[src/rtl/mem_bus_pkg.sv]
// Shared memory-bus definitions for the I$ fill responder: FSM encoding, line geometry and
// the destination IDs of the even/odd instruction-cache DES endpoints.
package mem_bus_pkg;

  typedef enum logic [2:0] {
    StIdle,
    StMemRd,
    StWaitGrant,
    StSend,
    StRelease
  } fill_state_e;

  localparam int unsigned BEATS_PER_LINE = 4;

  localparam logic [3:0] DEST_ICACHE_EVEN = 4'h2;
  localparam logic [3:0] DEST_ICACHE_ODD  = 4'h3;

endpackage

[src/rtl/line_beat_mux.sv]
// Holds one fetched cache line and selects the 32-bit beat addressed by i_sel.
// The line register is deliberately not reset; it is always loaded before use.
module line_beat_mux #(
  parameter int unsigned LINE_BITS = 128,
  parameter int unsigned BEAT_BITS = 32
) (
  input  logic                 clk,
  input  logic                 i_load,
  input  logic [LINE_BITS-1:0] i_line,
  input  logic [1:0]           i_sel,
  output logic [BEAT_BITS-1:0] o_beat
);

  logic [LINE_BITS-1:0] r_line;

  always_ff @(posedge clk) begin
    if (i_load) begin
      r_line <= i_line;
    end
  end

  assign o_beat = r_line[BEAT_BITS*i_sel +: BEAT_BITS];

endmodule

[src/rtl/icache_fill_responder.sv]
// Memory-side responder for I$ line fills: reads a line, wins the shared bus, sends 4 beats.
// Define FILL_CRIT_WORD_FIRST_EN to start each fill at the requested (critical) word.
module icache_fill_responder
  import mem_bus_pkg::*;
#(
  parameter int unsigned LINE_BITS = 128,
  parameter int unsigned BEAT_BITS = 32,
  parameter int unsigned MEM_LAT   = 2
) (
  input  logic                 clk,
  input  logic                 reset,
  input  logic                 req_valid,
  output logic                 req_ready,
  input  logic [29:0]          req_addr,
  input  logic [3:0]           req_dest,
  output logic                 mem_rd_en,
  output logic [27:0]          mem_rd_addr,
  input  logic [LINE_BITS-1:0] mem_rd_data,
  input  logic                 mem_rd_err,
  output logic                 SER_req,
  input  logic                 SER_grant,
  output logic                 SER_release,
  output logic                 BUS_drive,
  output logic [BEAT_BITS-1:0] BUS_data,
  output logic [3:0]           BUS_dest,
  output logic [1:0]           BUS_beat,
  output logic                 BUS_last,
  output logic                 BUS_err,
  input  logic                 DES_ack,
  output logic                 busy
);

`ifdef FILL_CRIT_WORD_FIRST_EN
  localparam bit CritWordFirst = 1'b1;
`else
  localparam bit CritWordFirst = 1'b0;
`endif

  fill_state_e          r_state, w_state_next;
  logic [2:0]           r_lat_cnt, w_lat_cnt_next;
  logic [1:0]           r_sent, w_sent_next;
  logic [1:0]           r_start;
  logic [3:0]           r_dest;
  logic                 r_err;
  logic                 w_accept;
  logic                 w_line_load;
  logic                 w_last;
  logic [1:0]           w_start_word;
  logic [1:0]           w_beat;
  logic [BEAT_BITS-1:0] w_beat_data;

  // Word index within the line: req_addr is a word address, so [1:0] is byte addr [3:2].
  assign w_start_word = req_addr[1:0] & {2{CritWordFirst}};
  assign w_beat       = r_start + r_sent;
  assign w_last       = (r_sent == 2'd3);

  always_ff @(posedge clk or negedge reset) begin
    if (!reset) begin
      r_state   <= StIdle;
      r_lat_cnt <= 3'd0;
      r_sent    <= 2'd0;
      r_start   <= 2'd0;
      r_dest    <= 4'd0;
      r_err     <= 1'b0;
    end else begin
      r_state   <= w_state_next;
      r_lat_cnt <= w_lat_cnt_next;
      r_sent    <= w_sent_next;
      if (w_accept) begin
        r_start <= w_start_word;
        r_dest  <= req_dest;
      end
      if (w_line_load) begin
        r_err <= mem_rd_err;
      end
    end
  end

  always_comb begin
    w_state_next   = r_state;
    w_lat_cnt_next = r_lat_cnt;
    w_sent_next    = r_sent;
    w_accept       = 1'b0;
    w_line_load    = 1'b0;
    req_ready      = 1'b0;
    SER_req        = 1'b0;
    SER_release    = 1'b0;
    BUS_drive      = 1'b0;
    case (r_state)
      StIdle: begin
        req_ready = 1'b1;
        if (req_valid) begin
          w_accept       = 1'b1;
          w_lat_cnt_next = 3'd0;
          w_sent_next    = 2'd0;
          w_state_next   = StMemRd;
        end
      end
      StMemRd: begin
        if (r_lat_cnt == 3'(MEM_LAT - 1)) begin
          w_line_load  = 1'b1;
          w_state_next = StWaitGrant;
        end else begin
          w_lat_cnt_next = r_lat_cnt + 3'd1;
        end
      end
      StWaitGrant: begin
        SER_req = 1'b1;
        if (SER_grant) begin
          w_state_next = StSend;
        end
      end
      StSend: begin
        SER_req   = 1'b1;
        BUS_drive = 1'b1;
        // Losing the grant wins over a same-cycle ack: the beat is resent after re-grant.
        if (!SER_grant) begin
          w_state_next = StWaitGrant;
        end else if (DES_ack) begin
          w_sent_next = r_sent + 2'd1;
          if (w_last) begin
            w_state_next = StRelease;
          end
        end
      end
      StRelease: begin
        SER_release  = 1'b1;
        w_state_next = StIdle;
      end
      default: w_state_next = StIdle;
    endcase
  end

  assign mem_rd_en   = w_accept;
  assign mem_rd_addr = w_accept ? req_addr[29:2] : 28'd0;
  assign busy        = (r_state != StIdle);
  assign BUS_beat    = w_beat;
  assign BUS_last    = BUS_drive & w_last;
  assign BUS_dest    = r_dest;
  assign BUS_err     = r_err;
  assign BUS_data    = BUS_drive ? w_beat_data : '0;

  line_beat_mux #(
    .LINE_BITS(LINE_BITS),
    .BEAT_BITS(BEAT_BITS)
  ) u_line_beat_mux (
    .clk   (clk),
    .i_load(w_line_load),
    .i_line(mem_rd_data),
    .i_sel (w_beat),
    .o_beat(w_beat_data)
  );

endmodule
[config.mk]
export PLATFORM = sky130hd
export DESIGN_NAME = icache_fill_responder
export DESIGN_NICKNAME = d
export VERILOG_FILES = /design/src/rtl/mem_bus_pkg.sv /design/src/rtl/line_beat_mux.sv /design/src/rtl/icache_fill_responder.sv
export SDC_FILE = /design/constraint.sdc
export NUM_CORES = 1
export LEC_CHECK = 0
export BUFFER_PORTS_ARGS = -buffer_cell sky130_fd_sc_hd__buf_4
export CORE_AREA = 2 2 112 114
export DETAILED_ROUTE_END_ITERATION = 7
export DIE_AREA = 0 0 114 116
export PLACE_DENSITY = 0.8
export SLEW_MARGIN = 20
export SYNTH_ARGS = -nofsm -noshare
export SYNTH_HDL_FRONTEND = slang
export SYNTH_SLANG_ARGS = --single-unit
[constraint.sdc]
create_clock -name clk -period 8.4 [get_ports clk]
set_input_delay 0.42 -clock clk [delete_from_list [all_inputs] [get_ports clk]]
set_output_delay 0.42 -clock clk [all_outputs]
set_load 0.01 [all_outputs]
# Yosys cells after proc, flatten, opt, wreduce, memory -nomap -nowiden
# Cells that the tools add are included.
[classes]
n_addsub = 2
n_eq_ne = 14
n_shift = 1
mux = 24
n_bitwise = 1
n_reduce_logical = 8
[op_table]
columns = ["operator", "count"]
rows = [
  ["128-bit by 8-bit indexed part select with 32-bit output", 1],
  ["32-bit two-way mux", 1],
  ["28-bit two-way mux", 1],
  ["3-bit two-way mux", 8],
  ["2-bit != test, second input constant", 6],
  ["3-bit one-hot mux with 4 select lines", 1],
  ["1-bit two-way mux", 8],
  ["3-bit by 1-bit == test with 1-bit output, second input constant", 2],
  ["3-bit by 2-bit == test with 1-bit output, second input constant", 2],
  ["2-bit two-way mux", 3],
  ["3-bit != test, second input constant", 2],
  ["3-bit one-hot mux with 2 select lines", 1],
  ["5-bit AND reduction", 1],
  ["2-bit one-hot mux with 2 select lines", 1],
  ["4-bit AND reduction", 1],
  ["2-bit nonzero test", 2],
  ["3-bit by 1-bit adder with 3-bit output, second input constant", 1],
  ["3-bit == test, second input constant", 1],
  ["3-bit logical NOT", 1],
  ["3-bit AND reduction", 1],
  ["3-bit nonzero test", 1],
  ["2-bit by 1-bit adder with 2-bit output, second input constant", 1],
  ["2-bit == test, second input constant", 1],
  ["2-bit OR reduction", 1],
  ["1-bit AND", 1],
]
[word_totals]
reg_bits = 141
inputBits = 168
output_inout_bits = 74
word_cells = 56

# Longest topological paths before layout
[logic_depth]
word_depth = 5
ltp_mapped = 7
mapped_depth_nobuf = 5

# Modules after synthesis
# Synthesis repeated with hierarchy kept, for this count alone.
[unflattened]
cells_unflattened = 307
hier_area_um2 = 5794.3
[modules_own_cells]
columns = ["mod", "instances", "cells_per_inst", "area_each_um2", "seq_area_each_um2"]
rows = [
  ["line_beat_mux", 1, 167, 4658.2, 3843.7],
  ["icache_fill_responder", 1, 140, 1136.1, 325.3],
]

# Worst setup path before layout
# No wires, ideal clock.
[synth_path]
kind = "reg2reg"
start = "reg r_lat_cnt[1]"
end = "reg u_line_beat_mux.r_line[0], enable pin"
setup_ps = 481
t_arrival_ps = 3391
t_required_ps = 7919
path_slack_ps = 4528
stages_incl_launch_ff = 6
n_path_buf = 0
synth_period_minus_slack_ps = 3872
cell_sequence = "dfrtp_1 -> inv_1 -> ha_1 -> nor2b_1 -> nand2_1 -> inv_1"
[synth_between]
elab_chain_len = 3
[synth_lines]
columns = ["item", "line", "text"]
rows = [
  ["start: declaration", "icache_fill_responder.sv:40", "logic [2:0] r_lat_cnt, w_lat_cnt_next;"],
  ["start signal: assignment", "icache_fill_responder.sv:67", "r_lat_cnt <= w_lat_cnt_next;"],
  ["3-bit by 1-bit == test with 1-bit output", "icache_fill_responder.sv:100", "if (r_lat_cnt == 3'(MEM_LAT - 1)) begin"],
  ["1-bit two-way mux", "icache_fill_responder.sv:100", ""],
  ["1-bit two-way mux", "icache_fill_responder.sv:89", "case (r_state)"],
  ["via u_line_beat_mux.i_load", "line_beat_mux.sv:8", "input logic i_load,"],
  ["end signal: assignment", "line_beat_mux.sv:18", "r_line <= i_line;"],
  ["end: declaration", "line_beat_mux.sv:14", "logic [LINE_BITS-1:0] r_line;"],
]
# The timed path passes the listed nets, and every way through them passes these cells.
# A chain may end at the register's enable or synchronous reset.

# Worst setup path after layout
[layout_path]
start = "reg r_sent[0]"
end = "out BUS_data[12]"
[layout_between]
elab_chain_len = 2
[layout_lines]
columns = ["item", "line", "text"]
rows = [
  ["start: declaration", "icache_fill_responder.sv:41", "logic [1:0] r_sent, w_sent_next;"],
  ["start signal: assignment", "icache_fill_responder.sv:68", "r_sent <= w_sent_next;"],
  ["128-bit by 8-bit indexed part select with 32-bit output", "line_beat_mux.sv:22", "assign o_beat = r_line[BEAT_BITS*i_sel +: BEAT_BITS];"],
  ["32-bit two-way mux", "icache_fill_responder.sv:141", "assign BUS_data = BUS_drive ? w_beat_data : '0;"],
  ["end: declaration", "icache_fill_responder.sv:24", "output logic [BEAT_BITS-1:0] BUS_data,"],
]
# Every way passes these cells.

==> metrics.md <==
| Metric | Value |
|---|---|
| Vias | `3,635` |
| RSZ-0062 raised after global routing | `false` |
| Setup Viol. Count Final | `0` |
| Met1 Track Usage GR | `0.205` |
| Max IR drop VDD | `0.166 mV` |
| # diodes | `0` |
| CP delay by family, top | `flip-flops` |
| Commonest register cell after synthesis | `edfxtp_1` |
| Fin area | `8190 sq um` |
| Core area | `11,900 sq um` |
| RePlAce Congestion | `0.770` |
| CTS H-Tree Depth | `4` |
| Outcome | `finished, final reports clean` |
| Hold slack | `0.177 ns` |
| Worst-Margin Slew | `0.987 ns` |
| Startpoint Class | `flop` |
| Mean area per synthesized cell | `18.6 sq um` |
| Drt total wl | `12,900 microns` |
| Asr flop ratio synth | `0.0922` |
| Skew-Pair Late Insertion Delay | `0.42 ns` |
| Max Freq | `338 MHz` |
| Drt wl/cell | `18.2 microns` |
| DRC viols | `0` |
| Clock Path Buffers | `2` |
| CTS tree | `built` |
| Setup Skew | `0.0132 ns` |
| Slew Limit Fails | `0` |
| Resized Gates After CTS | `0` |
| #FFs+latches synth | `141` |
| Cell Rows | `40` |
| Setup crit end kind | `output port` |
| Leakage | `3.31 nW` |
| Layout cells sized above 1 | `0.548` |
| Final non-filler cell total | `711` |
| DRT iter0 DRCs | `215` |
| Pwr Density | `287 nW/um^2` |
| Data arrival time of the worst path | `2.54 ns` |
| I/O Buffers | `239` |
| Clk slew on worst S/H paths | `0.06 ns` |
| Final Net Count | `724` |
| Cell taking the most area after synthesis | `edfxtp_1` |
| Required @ worst endpoint | `7.98 ns` |
| Crit path time final | `2.96 ns` |
| Synth top cells by count | `edfxtp_1, and2_1, mux4_2` |
| First-pass detailed-route iteration total | `4` |
| Post-route setup TNS | `0 ns` |
| Synth top area cells | `edfxtp_1, mux4_2, and2_1, dfrtp_1, nand2_1` |
| Cells after Synth | `309` |
| IO Pins | `242` |
| Most frequent cell after synthesis | `edfxtp_1` |
| Antenna-violating nets left | `0` |
| Global-route wire length before repair | `18,900 microns` |
| Die area | `13,200 sq um` |
| WP buf/inv | `2` |
| Crit path top cell by count | `buf_4` |
| Max-cap violations | `0` |
| Netlist cell types | `30` |
| Largest net degree at the start of global routing | `81` |
| M3 GR Usage | `0.0811` |
| HPWL Detailed | `9040 microns` |
| Die width | `114 microns` |
| GR Overflow Total | `0` |
| Clk sinks | `141` |
| Initial antenna violation count | `0` |
| Top-area cell type share of the netlist area | `0.670` |
| Via-per-instance ratio | `5.11` |
| Final period utilization | `0.352` |
| Yosys warnings | `0` |
| Root buf cell | `clkbuf_16` |
| Crit Path Max Fanout | `19` |
| Initial Util | `0.482` |
| Die Y-Extent | `116 microns` |
| Placed cells | `680` |
| Area growth syn-to-layout | `42.8%` |
| Placed inst area | `7630 sq um` |
| Final hold viol count | `0` |
| Hold crit path type | `input port to flop` |
| CP max stage delay | `0.75 ns` |
| Crit-path slowest cell | `dfrtp_2` |
| CTS Buf Count | `17` |
| Worst setup path category | `flop to output port` |
| Vias in the first global route | `3,781` |
| CP cell instances | `buf_4 > mux4_2 > and2_1 > buf_4` |
| Mapped Nets | `480` |
| GR Layer Usage met2 | `0.357` |
| Fin util | `0.688` |
| Slew headroom | `0.342` |
| Synthesized area | `5740 sq um` |
| Gr usage total | `0.197` |
| Post-synth EDFFs | `128` |
| Sequential share of the synthesized area | `0.727` |
| Top Usage Layer GRT | `met2` |
[per-layer routing]
metal | share of wire | vias to the layer above
li1 | - | 1674
met1 | 0.34 | 1753
met2 | 0.54 | 190
met3 | 0.095 | 18
met4 | 0.018 | 0
met5 | 0 | -
[area by class of cell]
cell class              instances  area [sq um]
inverters                       7          33.8
clock inverters                11           120
repair buffers                243          1830
multi-input cells             143          1420
fillers                       822          3720
clock buffers                  19           433
well taps                     147           184
flip-flops and latches        141          4170
[state kept, by name (all words and copies together), names as in the netlist]
name and count:
r_state 3, r_lat_cnt 3, u_line_beat_mux.r_line 128, BUS_dest 4, r_sent 2, BUS_err 1
[layout by cell type (no fill, tap or decap), drive strengths merged, types with 3 or more instances in the layout]
| master | instances |
|---|---|
| and2 | 61 |
| buf | 242 |
| clkbuf | 19 |
| clkinv | 7 |
| dfrtp | 13 |
| edfxtp | 128 |
| ha | 3 |
| inv | 7 |
| mux4 | 32 |
| nand2 | 16 |
| nand2b | 3 |
| nand3 | 5 |
| o21ai | 3 |
[cells by family (layout without fill, tap and decap cells)]
kind of cell             count (synthesis)  count (layout)  synth area share
buffers and inverters                   25             280            0.0251
adder cells (fa/ha/maj)                  3               3           0.00655
flip-flops                             141             141             0.727
AND/OR/NAND/NOR                         95              95            0.0979
AO/OA/AOI/OAI                           11              11            0.0142
multiplexers                            34              34             0.129
[path summary, 6_finish.rpt]
kind	depth (start not counted)	from	slack (ns)	end
max reg2reg	6	r_lat_cnt[1]	5.51	u_line_beat_mux.r_line[94]
min in group asynchronous	2	reset	0.40	r_state[2]
min	1	mem_rd_data[113]	0.18	u_line_beat_mux.r_line[113]
min reg2reg	2	BUS_dest[0]	0.48	BUS_dest[0]
max	4	r_sent[0]	5.44	BUS_data[12]
max in group asynchronous	2	reset	7.82	r_sent[0]
[power by group]
part | switching, mW | total [mW] | internal, mW
Sequential | 0.0919 | 0.959 | 0.867
Clock | 0.269 | 0.701 | 0.432
Combinational | 0.299 | 0.691 | 0.392
Total | 0.660 | 2.35 | 1.69
[repair_timing]
action | 4_1_cts | 5_1_grt
hold endpoints to repair | 13 | 0
hold buffers | 1 | 0
setup buffers | 0 | 0
[per-stage QoR]
stage / power [mW] / setup slack (ns)
2_1_floorplan: 1.37 / 4.53
3_3_place_gp: 1.65 / 5.66
3_5_place_dp: 1.67 / 5.51
4_1_cts: 2.38 / 5.32
5_1_grt: 2.47 / 5.24
6_report: 2.35 / 5.44
(Power assumes the default switching activity.)
